## src/rtl/nn_pkg.sv

```systemverilog
// Shared types and helpers for the epoch sequencer slice.
package nn_pkg;

  localparam int unsigned BITS_DEF  = 16;
  localparam int unsigned ACC_W_DEF = 32;

  typedef enum logic [2:0] {
    IDLE,
    TR_ISSUE,
    TR_WAIT,
    VL_ISSUE,
    VL_WAIT,
    EPOCH_END,
    DONE
  } seq_state_t;

  // Unsigned add clamped to max; callers keep operands within 64 bits.
  function automatic logic [63:0] sat_add(input logic [63:0] a,
                                          input logic [63:0] b,
                                          input logic [63:0] max);
    logic [64:0] s;
    s = {1'b0, a} + {1'b0, b};
    return (s > {1'b0, max}) ? max : s[63:0];
  endfunction

endpackage

```

## src/rtl/nn_sample_counter.sv

```systemverilog
// Per-phase sample index with terminal-count detect; wraps to zero on the last sample.
module nn_sample_counter
  import nn_pkg::*;
#(
  parameter int unsigned BITS = BITS_DEF
) (
  input  logic            clk,
  input  logic            rst_n,
  input  logic            clr,
  input  logic            inc,
  input  logic [BITS-1:0] limit,
  output logic            last_c
);

  logic [BITS-1:0] idx_q, idx_d;

  always_comb begin
    last_c = (BITS'(idx_q + BITS'(1)) == limit);
    idx_d  = idx_q;
    if (clr) begin
      idx_d = '0;
    end else if (inc) begin
      idx_d = last_c ? '0 : BITS'(idx_q + BITS'(1));
    end
  end

  always_ff @(posedge clk) begin
    if (!rst_n) idx_q <= '0;
    else        idx_q <= idx_d;
  end

endmodule

```

## src/rtl/nn_epoch_sequencer.sv

```systemverilog
// Epoch controller: strobes Pattern through train/validation samples and tracks the best epoch.
module nn_epoch_sequencer
  import nn_pkg::*;
#(
  parameter int unsigned BITS  = BITS_DEF,
  parameter int unsigned ACC_W = ACC_W_DEF
) (
  input  logic             clk,
  input  logic             rst_n,
  input  logic             start,
  input  logic             abort,
  input  logic [BITS-1:0]  n_train,
  input  logic [BITS-1:0]  n_valid,
  input  logic [BITS-1:0]  n_epochs,
  input  logic             net_done,
  input  logic [BITS-1:0]  err,
  output logic             tr,
  output logic             vl,
  output logic             sw,
  output logic             busy,
  output logic             done,
  output logic [BITS-1:0]  epoch_cnt,
  output logic [ACC_W-1:0] val_err_sum,
  output logic [ACC_W-1:0] best_err,
  output logic [BITS-1:0]  best_epoch
);

  localparam logic [ACC_W-1:0] ACC_MAX = {ACC_W{1'b1}};

  seq_state_t       state_q, state_d;
  logic [BITS-1:0]  n_train_q, n_train_d;
  logic [BITS-1:0]  n_valid_q, n_valid_d;
  logic [BITS-1:0]  n_epochs_q, n_epochs_d;
  logic [BITS-1:0]  epoch_cnt_q, epoch_cnt_d;
  logic [ACC_W-1:0] val_err_sum_q, val_err_sum_d;
  logic [ACC_W-1:0] best_err_q, best_err_d;
  logic [BITS-1:0]  best_epoch_q, best_epoch_d;
  logic             tr_q, tr_d, vl_q, vl_d, sw_q, sw_d;
  logic             busy_q, busy_d, done_q, done_d;
  logic             cnt_clr, cnt_inc, sample_last_c;
  logic [BITS-1:0]  cnt_limit_c;

  assign cnt_limit_c = (state_q == VL_WAIT) ? n_valid_q : n_train_q;

  nn_sample_counter #(.BITS(BITS)) u_sample_cnt (
    .clk    (clk),
    .rst_n  (rst_n),
    .clr    (cnt_clr),
    .inc    (cnt_inc),
    .limit  (cnt_limit_c),
    .last_c (sample_last_c)
  );

  // Next state and register updates; strobes are decoded from the next state so they register cleanly.
  always_comb begin
    state_d       = state_q;
    n_train_d     = n_train_q;
    n_valid_d     = n_valid_q;
    n_epochs_d    = n_epochs_q;
    epoch_cnt_d   = epoch_cnt_q;
    val_err_sum_d = val_err_sum_q;
    best_err_d    = best_err_q;
    best_epoch_d  = best_epoch_q;
    cnt_clr       = 1'b0;
    cnt_inc       = 1'b0;

    if (abort && (state_q != IDLE)) begin
      state_d = IDLE;
    end else begin
      case (state_q)
        IDLE: begin
          if (start && (n_train != '0) && (n_epochs != '0)) begin
            n_train_d     = n_train;
            n_valid_d     = n_valid;
            n_epochs_d    = n_epochs;
            epoch_cnt_d   = '0;
            val_err_sum_d = '0;
            best_err_d    = ACC_MAX;
            best_epoch_d  = '0;
            cnt_clr       = 1'b1;
            state_d       = TR_ISSUE;
          end
        end
        TR_ISSUE: state_d = TR_WAIT;
        TR_WAIT: begin
          if (net_done) begin
            cnt_inc = 1'b1;
            if (!sample_last_c)        state_d = TR_ISSUE;
            else if (n_valid_q == '0)  state_d = EPOCH_END;
            else                       state_d = VL_ISSUE;
          end
        end
        VL_ISSUE: state_d = VL_WAIT;
        VL_WAIT: begin
          if (net_done) begin
            cnt_inc       = 1'b1;
            val_err_sum_d = ACC_W'(sat_add(64'(val_err_sum_q), 64'(err), 64'(ACC_MAX)));
            state_d       = sample_last_c ? EPOCH_END : VL_ISSUE;
          end
        end
        EPOCH_END: begin
          if (val_err_sum_q < best_err_q) begin
            best_err_d   = val_err_sum_q;
            best_epoch_d = epoch_cnt_q;
          end
          epoch_cnt_d = BITS'(epoch_cnt_q + BITS'(1));
          if (epoch_cnt_d == n_epochs_q) begin
            state_d = DONE;
          end else begin
            state_d       = TR_ISSUE;
            val_err_sum_d = '0;
          end
        end
        DONE:    state_d = IDLE;
        default: state_d = IDLE;
      endcase
    end

    tr_d   = (state_d == TR_ISSUE);
    vl_d   = (state_d == VL_ISSUE);
    done_d = (state_d == DONE);
    busy_d = (state_d != IDLE) && (state_d != DONE);
    sw_d   = (state_d == EPOCH_END) && (val_err_sum_d < best_err_d);
  end

  always_ff @(posedge clk) begin
    if (!rst_n) begin
      state_q       <= IDLE;
      n_train_q     <= '0;
      n_valid_q     <= '0;
      n_epochs_q    <= '0;
      epoch_cnt_q   <= '0;
      val_err_sum_q <= '0;
      best_err_q    <= ACC_MAX;
      best_epoch_q  <= '0;
      tr_q          <= 1'b0;
      vl_q          <= 1'b0;
      sw_q          <= 1'b0;
      busy_q        <= 1'b0;
      done_q        <= 1'b0;
    end else begin
      state_q       <= state_d;
      n_train_q     <= n_train_d;
      n_valid_q     <= n_valid_d;
      n_epochs_q    <= n_epochs_d;
      epoch_cnt_q   <= epoch_cnt_d;
      val_err_sum_q <= val_err_sum_d;
      best_err_q    <= best_err_d;
      best_epoch_q  <= best_epoch_d;
      tr_q          <= tr_d;
      vl_q          <= vl_d;
      sw_q          <= sw_d;
      busy_q        <= busy_d;
      done_q        <= done_d;
    end
  end

  assign tr          = tr_q;
  assign vl          = vl_q;
  assign sw          = sw_q;
  assign busy        = busy_q;
  assign done        = done_q;
  assign epoch_cnt   = epoch_cnt_q;
  assign val_err_sum = val_err_sum_q;
  assign best_err    = best_err_q;
  assign best_epoch  = best_epoch_q;

endmodule

```

## config.mk

```make
export PLATFORM = sky130hd
export DESIGN_NAME = nn_epoch_sequencer
export DESIGN_NICKNAME = d
export VERILOG_FILES = /design/src/rtl/nn_pkg.sv /design/src/rtl/nn_sample_counter.sv /design/src/rtl/nn_epoch_sequencer.sv
export SDC_FILE = /design/constraint.sdc
export NUM_CORES = 1
export LEC_CHECK = 0
export ABC_AREA = 1
export BUFFER_PORTS_ARGS = -buffer_cell sky130_fd_sc_hd__buf_4
export CAP_MARGIN = 10
export CORE_ASPECT_RATIO = 1.2
export CORE_MARGIN = 2
export CORE_UTILIZATION = 63
export CTS_CLUSTER_SIZE = 30
export DETAILED_ROUTE_END_ITERATION = 12
export PLACE_DENSITY = 0.91
export SETUP_SLACK_MARGIN = 0.2
export SLEW_MARGIN = 20
export SYNTH_ARGS = -nofsm -noshare
export SYNTH_HDL_FRONTEND = slang
export SYNTH_SLANG_ARGS = --single-unit
```

## constraint.sdc

```tcl
create_clock -name clk -period 8.2 [get_ports clk]
set_input_delay 1.64 -clock clk [delete_from_list [all_inputs] [get_ports clk]]
set_output_delay 1.64 -clock clk [all_outputs]
set_load 0.01 [all_outputs]
```

Yosys cells after proc, flatten, opt, wreduce, memory -nomap -nowiden

Index checks and enable logic that the tools add are counted.
W data, S select, Z words.

Register bits after elaboration: 168
Bits of input ports: 69
Output and inout port bits: 101
Word-level logic and storage cells: 84

$add $sub $neg: 3
Magnitude comparators: 3
Equal/unequal tests: 14
Multiplexer cells: 31
Bitwise gates (word level): 2
Reduce and logical (&&, ||, !) cells: 17

Operators by type and width:

| kind                    | count |
|---|---|
| $mux W32                | 8 |
| $pmux W32 S3            | 1 |
| $lt A32 B32 Y1          | 2 |
| $mux W16                | 4 |
| $pmux W16 S2            | 2 |
| $pmux W32 S2            | 1 |
| $add A32 B16 Y33        | 1 |
| $gt A33 B32 Y1 const B  | 1 |
| $add A16 B1 Y16 const B | 2 |
| $eq A16 B16 Y1          | 2 |
| $reduce_bool A16 Y1     | 2 |
| $mux W3                 | 8 |
| $pmux W3 S6             | 1 |
| $logic_not A16 Y1       | 1 |
| $eq A3 B3 Y1 const B    | 4 |
| $eq A3 B2 Y1 const B    | 3 |
| $eq A3 B1 Y1 const B    | 2 |
| $mux W1                 | 6 |
| $reduce_and A3 Y1       | 2 |
| $reduce_bool A3 Y1      | 2 |
| $logic_and A1 B1 Y1     | 5 |
| $ne A2 B2 Y1 const B    | 2 |
| $reduce_and A4 Y1       | 1 |
| $reduce_or A2 Y1        | 2 |
| 4 further kinds         | 5 |

Logic depth before layout (Yosys ltp)

Gate-level depths: netlist of run 1.

Word-level depth: 9
Mapped depth: 30
Depth with buffers taken out: 30

Modules after synthesis

Synthesis of run 1 repeated with hierarchy kept, for this count alone.

Cell total of the unflattened synthesis: 1,640
Area total of the unflattened synthesis: 10,974.3 um^2

Modules (own cells, without submodules):

| module             | instances | cells an instance | area each (um^2) | sequential area each (um^2) |
|---|---|---|---|---|
| nn_epoch_sequencer | 1         | 1,391             | 9,501.6          | 3,042.9 |
| nn_sample_counter  | 1         | 249               | 1,472.7          | 320.3 |

Least setup slack after synthesis of run 1

Ideal clock, no wire load.

Path type: input-to-reg
Start: in err[0]
End: reg sw_q (netlist: sw)
Library setup time: 0.066 ns
Data arrival time: 4.931 ns
Required time: 8.134 ns
Setup slack: 3.203 ns
Stages: 30
Buffers on the path: 0
Cell sequence: ha_1 > inv_1 > fa_1 > o21ai_1 > nand3_1 > nand2_1 > nand2_1 > o211ai_1 > nand2_1 > inv_1 > nor2_1 > inv_1 > a21oi_1 > nor2_1 > nand2_1 > xor2_1 > o221ai_1 > nand2_1 > ha_1 > nand2_1 > inv_1 > nand3_1 > inv_1 > nand3_1 > inv_1 > a2111oi_0 > nand2_1 > nor2_1 > nand3_1 > a21oi_2

Word-level cells in the longest chain between the ends: 8

RTL lines:

| item                   | RTL line                  | text |
|---|---|---|
| start: declaration     | nn_epoch_sequencer.sv:16  | `input logic [BITS-1:0] err,` |
| $add A32 B16 Y33 *     | nn_pkg.sv:22              | `s = {1'b0, a} + {1'b0, b};` |
| $gt A33 B32 Y1         | nn_pkg.sv:23              | `return (s > {1'b0, max}) ? max : s[63:0];` |
| $mux W32 *             | nn_pkg.sv:23              |  |
| $mux W32 *             | nn_epoch_sequencer.sv:95  | `if (net_done) begin` |
| $pmux W32 S3 *         | nn_epoch_sequencer.sv:70  | `case (state_q)` |
| $mux W32 *             | nn_epoch_sequencer.sv:67  | `if (abort && (state_q != IDLE)) begin` |
| via val_err_sum_d[26]  | nn_epoch_sequencer.sv:35  | `logic [ACC_W-1:0] val_err_sum_q, val_err_sum_d;` |
| $lt A32 B32 Y1 *       | nn_epoch_sequencer.sv:123 | `sw_d = (state_d == EPOCH_END) && (val_err_sum_d < best_err_d);` |
| $logic_and A1 B1 Y1 *  | nn_epoch_sequencer.sv:123 |  |
| end signal: assignment | nn_epoch_sequencer.sv:152 | `sw_q <= sw_d;` |
| end: declaration       | nn_epoch_sequencer.sv:38  | `logic tr_q, tr_d, vl_q, vl_d, sw_q, sw_d;` |

The timed path passes the listed nets; every way through them passes the cells marked *.
A chain may end at the register's enable or synchronous reset.

Worst setup path in the final report of run 1

Start: in err[7]
End: reg sw_q (netlist: sw)

Same word-level chain as after synthesis.

==> results of run 1 <==
## cells in the final DEF (no fill, tap or decap), types with 18 or more instances in the layout
cell type / n
nand4_1: 20
xnor2_1: 18
ha_1: 80
dfxtp_1: 168
nor3_1: 19
o21ai_0: 99
nor2_1: 148
xor2_1: 31
buf_4: 178
nand3_1: 74
a21oi_1: 161
nand2_1: 405
inv_1: 144
o211ai_1: 38
## cells in the mapped netlist (5+ instances only)
master / n / area (µm²)
clkbuf_1: 50 / 187.7
ha_1: 80 / 1001
o21ai_0: 99 / 495.5
o211ai_1: 38 / 285.3
nor2_2: 5 / 31.28
nand4_1: 20 / 125.1
buf_1: 5 / 18.77
dfxtp_1: 168 / 3363
nand2_2: 8 / 50.05
nand2_1: 405 / 1520
inv_2: 8 / 30.03
nor2_4: 6 / 67.56
a31oi_1: 16 / 100.1
nand3b_1: 6 / 45.04
buf_2: 9 / 45.04
nand3_1: 74 / 370.4
nor3_1: 20 / 100.1
xnor2_1: 18 / 157.7
mux2i_1: 5 / 50.05
nor2_1: 150 / 563.0
o21ai_1: 11 / 55.05
or2_2: 13 / 81.33
inv_1: 145 / 544.3
nor4_1: 16 / 100.1
o221ai_1: 8 / 70.07
nand3_2: 5 / 50.05
a21oi_1: 161 / 805.8
xor2_1: 31 / 271.5
## power breakdown
| group | leakage [µW] | internal (µW) | switching (µW) |
|---|---|---|---|
| registers | 0.00137 | 843 | 18.4 |
| clock network | 0.000310 | 535 | 346 |
| logic | 0.00447 | 75.2 | 141 |
| total | 0.00614 | 1450 | 506 |
## sequential cells by signal (all words and copies together), names as in the netlist
signal / flops
busy: 1
n_train_q: 16
tr: 1
n_valid_q: 16
epoch_cnt: 16
best_epoch: 16
sw: 1
n_epochs_q: 16
best_err: 32
state_q: 3
done: 1
u_sample_cnt.idx_q: 16
vl: 1
val_err_sum: 32
## stage by stage
stage                     std cells  util (%)  total power (µW)  area (µm²)
after CTS                      1975     76.33              1953       12910
after global placement         1944     72.56              1084       12270
after detailed placement       1944     72.56              1088       12270
final                          1975     76.33              1959       12910
after floorplan                1615         -              1010       10920
after global routing           1975     76.33              2015       12910
## worst max-delay path by stage
| stage | start | endpoint | slack (ns) | depth (start not counted) |
|---|---|---|---|---|
| after global placement | err[7] | sw | 2.52 | 24 |
| after CTS | err[7] | sw | 2.67 | 24 |
| after global routing | err[7] | sw | 2.15 | 24 |
| after detailed placement | err[7] | sw | 2.30 | 24 |
| after floorplan | err[0] | sw | 3.20 | 30 |
| final | err[7] | sw | 2.61 | 24 |
## area by class of cell
class,count,area (µm²)
Inverter,155,581.8
Sequential cell,168,3363
Multi-Input combinational cell,1227,6723
Fill cell,1322,4004
Tap cell,216,270.3
Clock inverter,10,167.7
Timing Repair Buffer,178,1336
Clock buffer,21,470.5
## routing by layer
metal	GRT usage [%]	vias to the layer above
met5	0	-
met4	19.49	0
met3	6.097	141
met2	61.37	583
met1	41.75	5360
li1	-	5671
## worst max-delay path: cells and delay by family
family / cells / cell delay [ns]
AOI/OAI and AO/OA: 11 / 2.09
and+or+nand+nor: 8 / 0.87
adders and majority gates: 2 / 0.68
buffers and inverters: 3 / 0.67
## logic make-up (layout without fill, tap and decap cells)
kind of cell | Yosys count | after routing | share of synthesized area, %
AO/OA/AOI/OAI | 352 | 352 | 18.03
AND/OR/NAND/NOR | 739 | 739 | 29.47
flip-flops | 168 | 168 | 30.81
buffers and inverters | 220 | 364 | 7.737
multiplexers | 5 | 5 | 0.4585
adder cells (fa/ha/maj) | 81 | 81 | 9.354
XOR/XNOR | 50 | 50 | 4.138
==> results by group, run 1 <==
Outcome
  – Status: finished, final reports clean

Clock tree
  – Clock-pin slew on the worst setup and hold paths: 0.07 ns
  – CTS tree: built
  – CTS Hold Buffers Added: 0
  – CTS root buf: clkbuf_16
  – H-tree depth: 4
  – CTS buffer count: 17
  – Setup Buffers After CTS: 0
  – Max clock buf depth: 2
  – # resized after CTS: 0
  – Clk sinks: 168
  – Worst-Skew Late Latency: 0.43 ns

Routing
  – Metal3 WL: 2741 µm
  – # DRC: 0
  – Highest Signal Layer: met4
  – Final ANT Viol Nets: 0
  – Met2 WL: 16400 µm
  – Avg WL per Cell: 16.95 µm
  – Wire length on met1: 12590 µm
  – DR iter-0 viols: 973
  – DRT Wirelength: 33480 µm
  – Avg Vias per Cell: 5.952
  – Pre-antenna DRT Iters: 5
  – Via count: 11760

Critical path
  – Register-to-Register Path Depth: 24
  – CP max-delay cell: a2111oi_0
  – CP required: 8.57 ns
  – Slowest cell delay on critical path: 0.51 ns
  – Kind of critical path: input port to flip-flop
  – Arrival @ worst endpoint: 5.96 ns
  – CP Launch Type: input port
  – Reg-to-Reg Start: epoch_cnt[0]
  – Critical Path End Type: flip-flop
  – RR Endpoint: sw
  – CP Cell Sequence: buf_4 -> ha_1 -> a21oi_1 -> o21ai_0 -> a21oi_1 -> o21ai_1 -> a21oi_1 -> inv_1 -> nand3_1 -> nand2_2 -> inv_2 -> nand2_1 -> o211ai_1 -> nand2_1 -> ha_1 -> a21oi_1 -> o21ai_0 -> nand2_1 -> a21oi_1 -> a2111oi_0 -> nand2_1 -> nor2_1 -> nand3_1 -> a21oi_2
  – Most used cell, CP: a21oi_1
  – Critical-path maximum fanout: 22
  – Worst R2R Setup Slack: 3.40 ns

STA
  – Final Skew: 0.008203 ns
  – Endpoints failing setup: 0
  – Tmin final: 5.593 ns
  – Setup TNS: 0 ns
  – Relative slew margins: 43.34%
  – Worst slew pin tran: 0.8499 ns
  – Fin crit share: 68.20%
  – RSZ-0062 raised after global routing: no
  – Final Hold Vio Count: 0
  – FMAX: 0.1788 GHz
  – Hold WS: 0.4724 ns
  – Final WS setup: 2.607 ns
  – Max-slew violations: 0

Synth
  – Synth Cell Area: 0.01092 mm²
  – Syn. warnings: 0
  – Syn Inst Count: 1615
  – Yosys cell types: 49
  – Post-synth EDFFs: 0
  – Asr flop ratio synth: 0%
  – Sequential-to-total area share from yosys stat: 30.81%
  – Synthesized flop and latch total: 168
  – Post-synth top flop: dfxtp_1
  – Syn Area/Cell: 6.759 µm²
  – Syn Nets: 1765

Placement
  – Pre-CTS WS: 2.296 ns
  – Detailed Place HPWL: 24020 µm
  – Port bufs: 169
  – Final weighted congestion in routability-driven placement: 0.9834

Floorplanning
  – Core footprint: 0.01692 mm²
  – Core Rows: 52
  – Die height: 148.2 µm
  – Die X: 124.2 µm
  – Ports: 170
  – DIE AREA: 0.01840 mm²
  – Starting Density: 64.53%

Job
  – Max cap viols: 0

Pwr
  – PD cells: 151.7 mW/mm²
  – Max rail drop VDD: 0.1529 mV
  – Lkg Pwr: 0.006143 µW

Global routing
  – GRT Total Usage: 35.74%
  – Pin count of the biggest net entering global routing: 83
  – Vias in the first global route: 11110
  – Initial antenna violation count: 0
  – First-pass GRT wire length: 52490 µm
  – Total congestion overflow: 0

Worst hold path
  – WHS Endpoint: best_epoch[13]
  – Hold Startpoint: best_epoch[13]
  – Hold path depth: 2
  – Worst min path class: flip-flop to flip-flop

Finish
  – Layout cells sized above 1: 15.24%
  – Synth-to-Final Area Change: 18.29%
  – ANT cells: 0
  – # nets final: 1897
(Power assumes the default switching activity.)
==> run 2, diff against run 1 <==
CORE_UTILIZATION = 52   (was 63)
PLACE_DENSITY = 0.81   (was 0.91)
clock period = 4.7 ns   (was 8.2 ns; I/O delays follow)
==> run 2 against run 1 <==
Compared with the run above: clock power grew 74%; combinational power grew 84%; sequential cell count is the same; utilization shrank 11 points; clock skew grew 0.0073 ns; largest cell class unchanged; largest power group unchanged.
==> results by group, run 2 (synthesis results as in run 1) <==
STA
  – Max-slew violations: 0 (unchanged)
  – RSZ-0062 raised after global routing: no
  – Final Skew: 0.01548 ns (+0.007278 ns)
  – Setup TNS: 0 ns (unchanged)
  – Final Hold Vio Count: 0 (unchanged)
  – Tmin final: 4.307 ns
  – Fin crit share: 91.65%
  – Final WS setup: 0.3925 ns (-2.215 ns)
  – Worst slew pin tran: 1.083 ns (+0.2336 ns)
  – FMAX: 0.2322 GHz
  – Endpoints failing setup: 0 (unchanged)
  – Relative slew margins: 27.28% (-16 points)
  – Hold WS: 0.4706 ns (-0.001760 ns)

Finish
  – Layout cells sized above 1: 18.70% (+3.5 points)
  – Fillers: 1894 (+43%)
  – Final cell count without fillers: 2088 (+5.7%)
  – # nets final: 1956 (+3.1%)
  – Synth-to-Final Area Change: 23.65%
  – ANT cells: 0 (unchanged)
  – Most frequent cells in the layout: 405 x nand2_1, 237 x buf_4, 168 x dfxtp_1, 157 x a21oi_1, 148 x nor2_1
  – Commonest non-fill, non-tap cell in the layout: nand2_1
  – Core Util, Final: 65.03% (-11 points)

Placement
  – Pre-CTS WS: -0.2581 ns (-2.554 ns)
  – Port bufs: 169 (unchanged)
  – Post-Place Cells: 2053 (+5.6%)
  – Final weighted congestion in routability-driven placement: 1.001 (+1.7%)
  – Detailed Place HPWL: 24840 µm (+3.4%)

Routing
  – Avg WL per Cell: 16.11 µm (-4.9%)
  – Via count: 11750 (-0.026%)
  – DRT Wirelength: 33650 µm (+0.51%)
  – # DRC: 0 (unchanged)
  – DR iter-0 viols: 1050 (+7.9%)
  – Avg Vias per Cell: 5.628 (-5.4%)
  – Pre-antenna DRT Iters: 5 (unchanged)
  – Final ANT Viol Nets: 0 (unchanged)

Global routing
  – First-pass GRT wire length: 52990 µm (+0.96%)
  – Vias in the first global route: 11170 (+0.57%)
  – Pin count of the biggest net entering global routing: 60 (-28%)
  – Initial antenna violation count: 0 (unchanged)
  – Total congestion overflow: 0 (unchanged)
  – GRT Total Usage: 29.75% (-6.0 points)

Critical path
  – Kind of critical path: flip-flop to flip-flop
  – Worst Setup SP: best_err[17]
  – CP required: 5.08 ns (-3.49 ns)
  – Critical-path maximum fanout: 25 (+14%)
  – Register-to-Register Path Depth: 24 (unchanged)
  – Arrival @ worst endpoint: 4.68 ns (-1.28 ns)
  – Critical Path End Type: flip-flop
  – Reg-to-Reg Start: best_err[17]
  – CP Launch Type: flip-flop

Worst hold path
  – Hold Startpoint: best_epoch[8]
  – Worst min path class: flip-flop to flip-flop
  – Hold path depth: 2 (unchanged)

Clock tree
  – Clk sinks: 168 (unchanged)
  – CTS buffer count: 17 (unchanged)
  – Worst-Skew Late Latency: 0.45 ns (+0.02 ns)
  – H-tree depth: 4 (unchanged)
  – Clock-pin slew on the worst setup and hold paths: 0.07 ns (about the same)
  – CTS tree: built
  – CTS Hold Buffers Added: 0 (unchanged)
  – CTS root buf: clkbuf_16
  – Max clock buf depth: 2 (unchanged)

Floorplanning
  – Core Rows: 58 (+12%)
  – Starting Density: 52.59% (-12 points)
  – DIE AREA: 0.02217 mm² (+20%)
  – Die height: 162.7 µm (+9.8%)
  – Core footprint: 0.02075 mm² (+23%)
  – Die X: 136.3 µm (+9.7%)
  – Ports: 170 (unchanged)

Pwr
  – Max rail drop VDD: 0.2743 mV (+79%)
  – Lkg Pwr: 0.006436 µW (+4.8%)
  – PD cells: 253.6 mW/mm² (+67%)

Job
  – Max cap viols: 0 (unchanged)

Outcome
  – Status: finished, final reports clean
[run 2: changes by cell type in the layout (fill, tap and decap cells not counted), moves of 2 or more]
cell	delta
o21ai_1	+2
o21ai_0	-3
buf_4	+59
o221ai_1	-2
a21oi_1	-4
a21oi_2	+4
o221ai_2	+2
[run 2: worst max-delay path, stage by stage (launching register included)]
cell and delay, ns:
dfxtp_1 0.34, inv_1 0.07, ha_1 0.30, a21oi_1 0.17, o21ai_0 0.13, nand4_1 0.11, nand3_1 0.12, a21oi_1 0.36
nand2_1 0.13, buf_4 0.24, or2_2 0.30, a31oi_1 0.38, ha_1 0.32, nand2_1 0.11, inv_1 0.05, nand3_1 0.06
inv_1 0.06, nand3_2 0.08, inv_2 0.05, a2111oi_4 0.37, buf_4 0.16, nand2_1 0.04, nor2_1 0.10, nand3_1 0.09
a21oi_2 0.10
[run 2: path summary, 6_finish.rpt]
kind              slack [ns]       endpoint
hold / removal          0.47  best_epoch[8]
setup / recovery        0.39             sw
hold reg to reg         0.47  best_epoch[8]
setup reg to reg        0.39             sw
[run 2: per-layer routing]
metal	up-vias	wire (µm)	global-route usage (%)	share of wire (%)
li1	5785	-	-	-
met4	0	1234	11.88	3.7
met1	5438	13630	34.65	41
met5	-	0	0	0
met3	86	2199	5.198	6.5
met2	443	16580	53.54	49
[run 2: area by class of cell]
cell class,instances,area (µm²),area share (%)
clock buffers,21,460.4,3.412
repair buffers,237,1779,13.18
flip-flops and latches,168,3363,24.92
well taps,270,337.8,2.503
clock inverters,10,167.7,1.242
multi-input cells,1227,6802,50.39
inverters,155,586.8,4.348
[run 2: through the flow]
stage / power (µW) / cell area, µm²
after global routing: 3525 / 13500
after global placement: 1908 / 12750
after CTS: 3417 / 13380
after detailed placement: 1916 / 12750
final: 3423 / 13500
after floorplan: 1762 / 10920
[run 2: timing repair]
action / CTS / global route
buffers inserted: 0 / 4
gates resized for setup: 1 / 21
hold endpoints to repair: 0 / 0
setup endpoints to repair: 1 / 1
pin swaps: 0 / 5
[run 2: report_power, final]
part | internal (µW) | switching (µW)
clock network | 919 | 607
registers | 1470 | 30.3
logic | 145 | 252
total | 2530 | 889
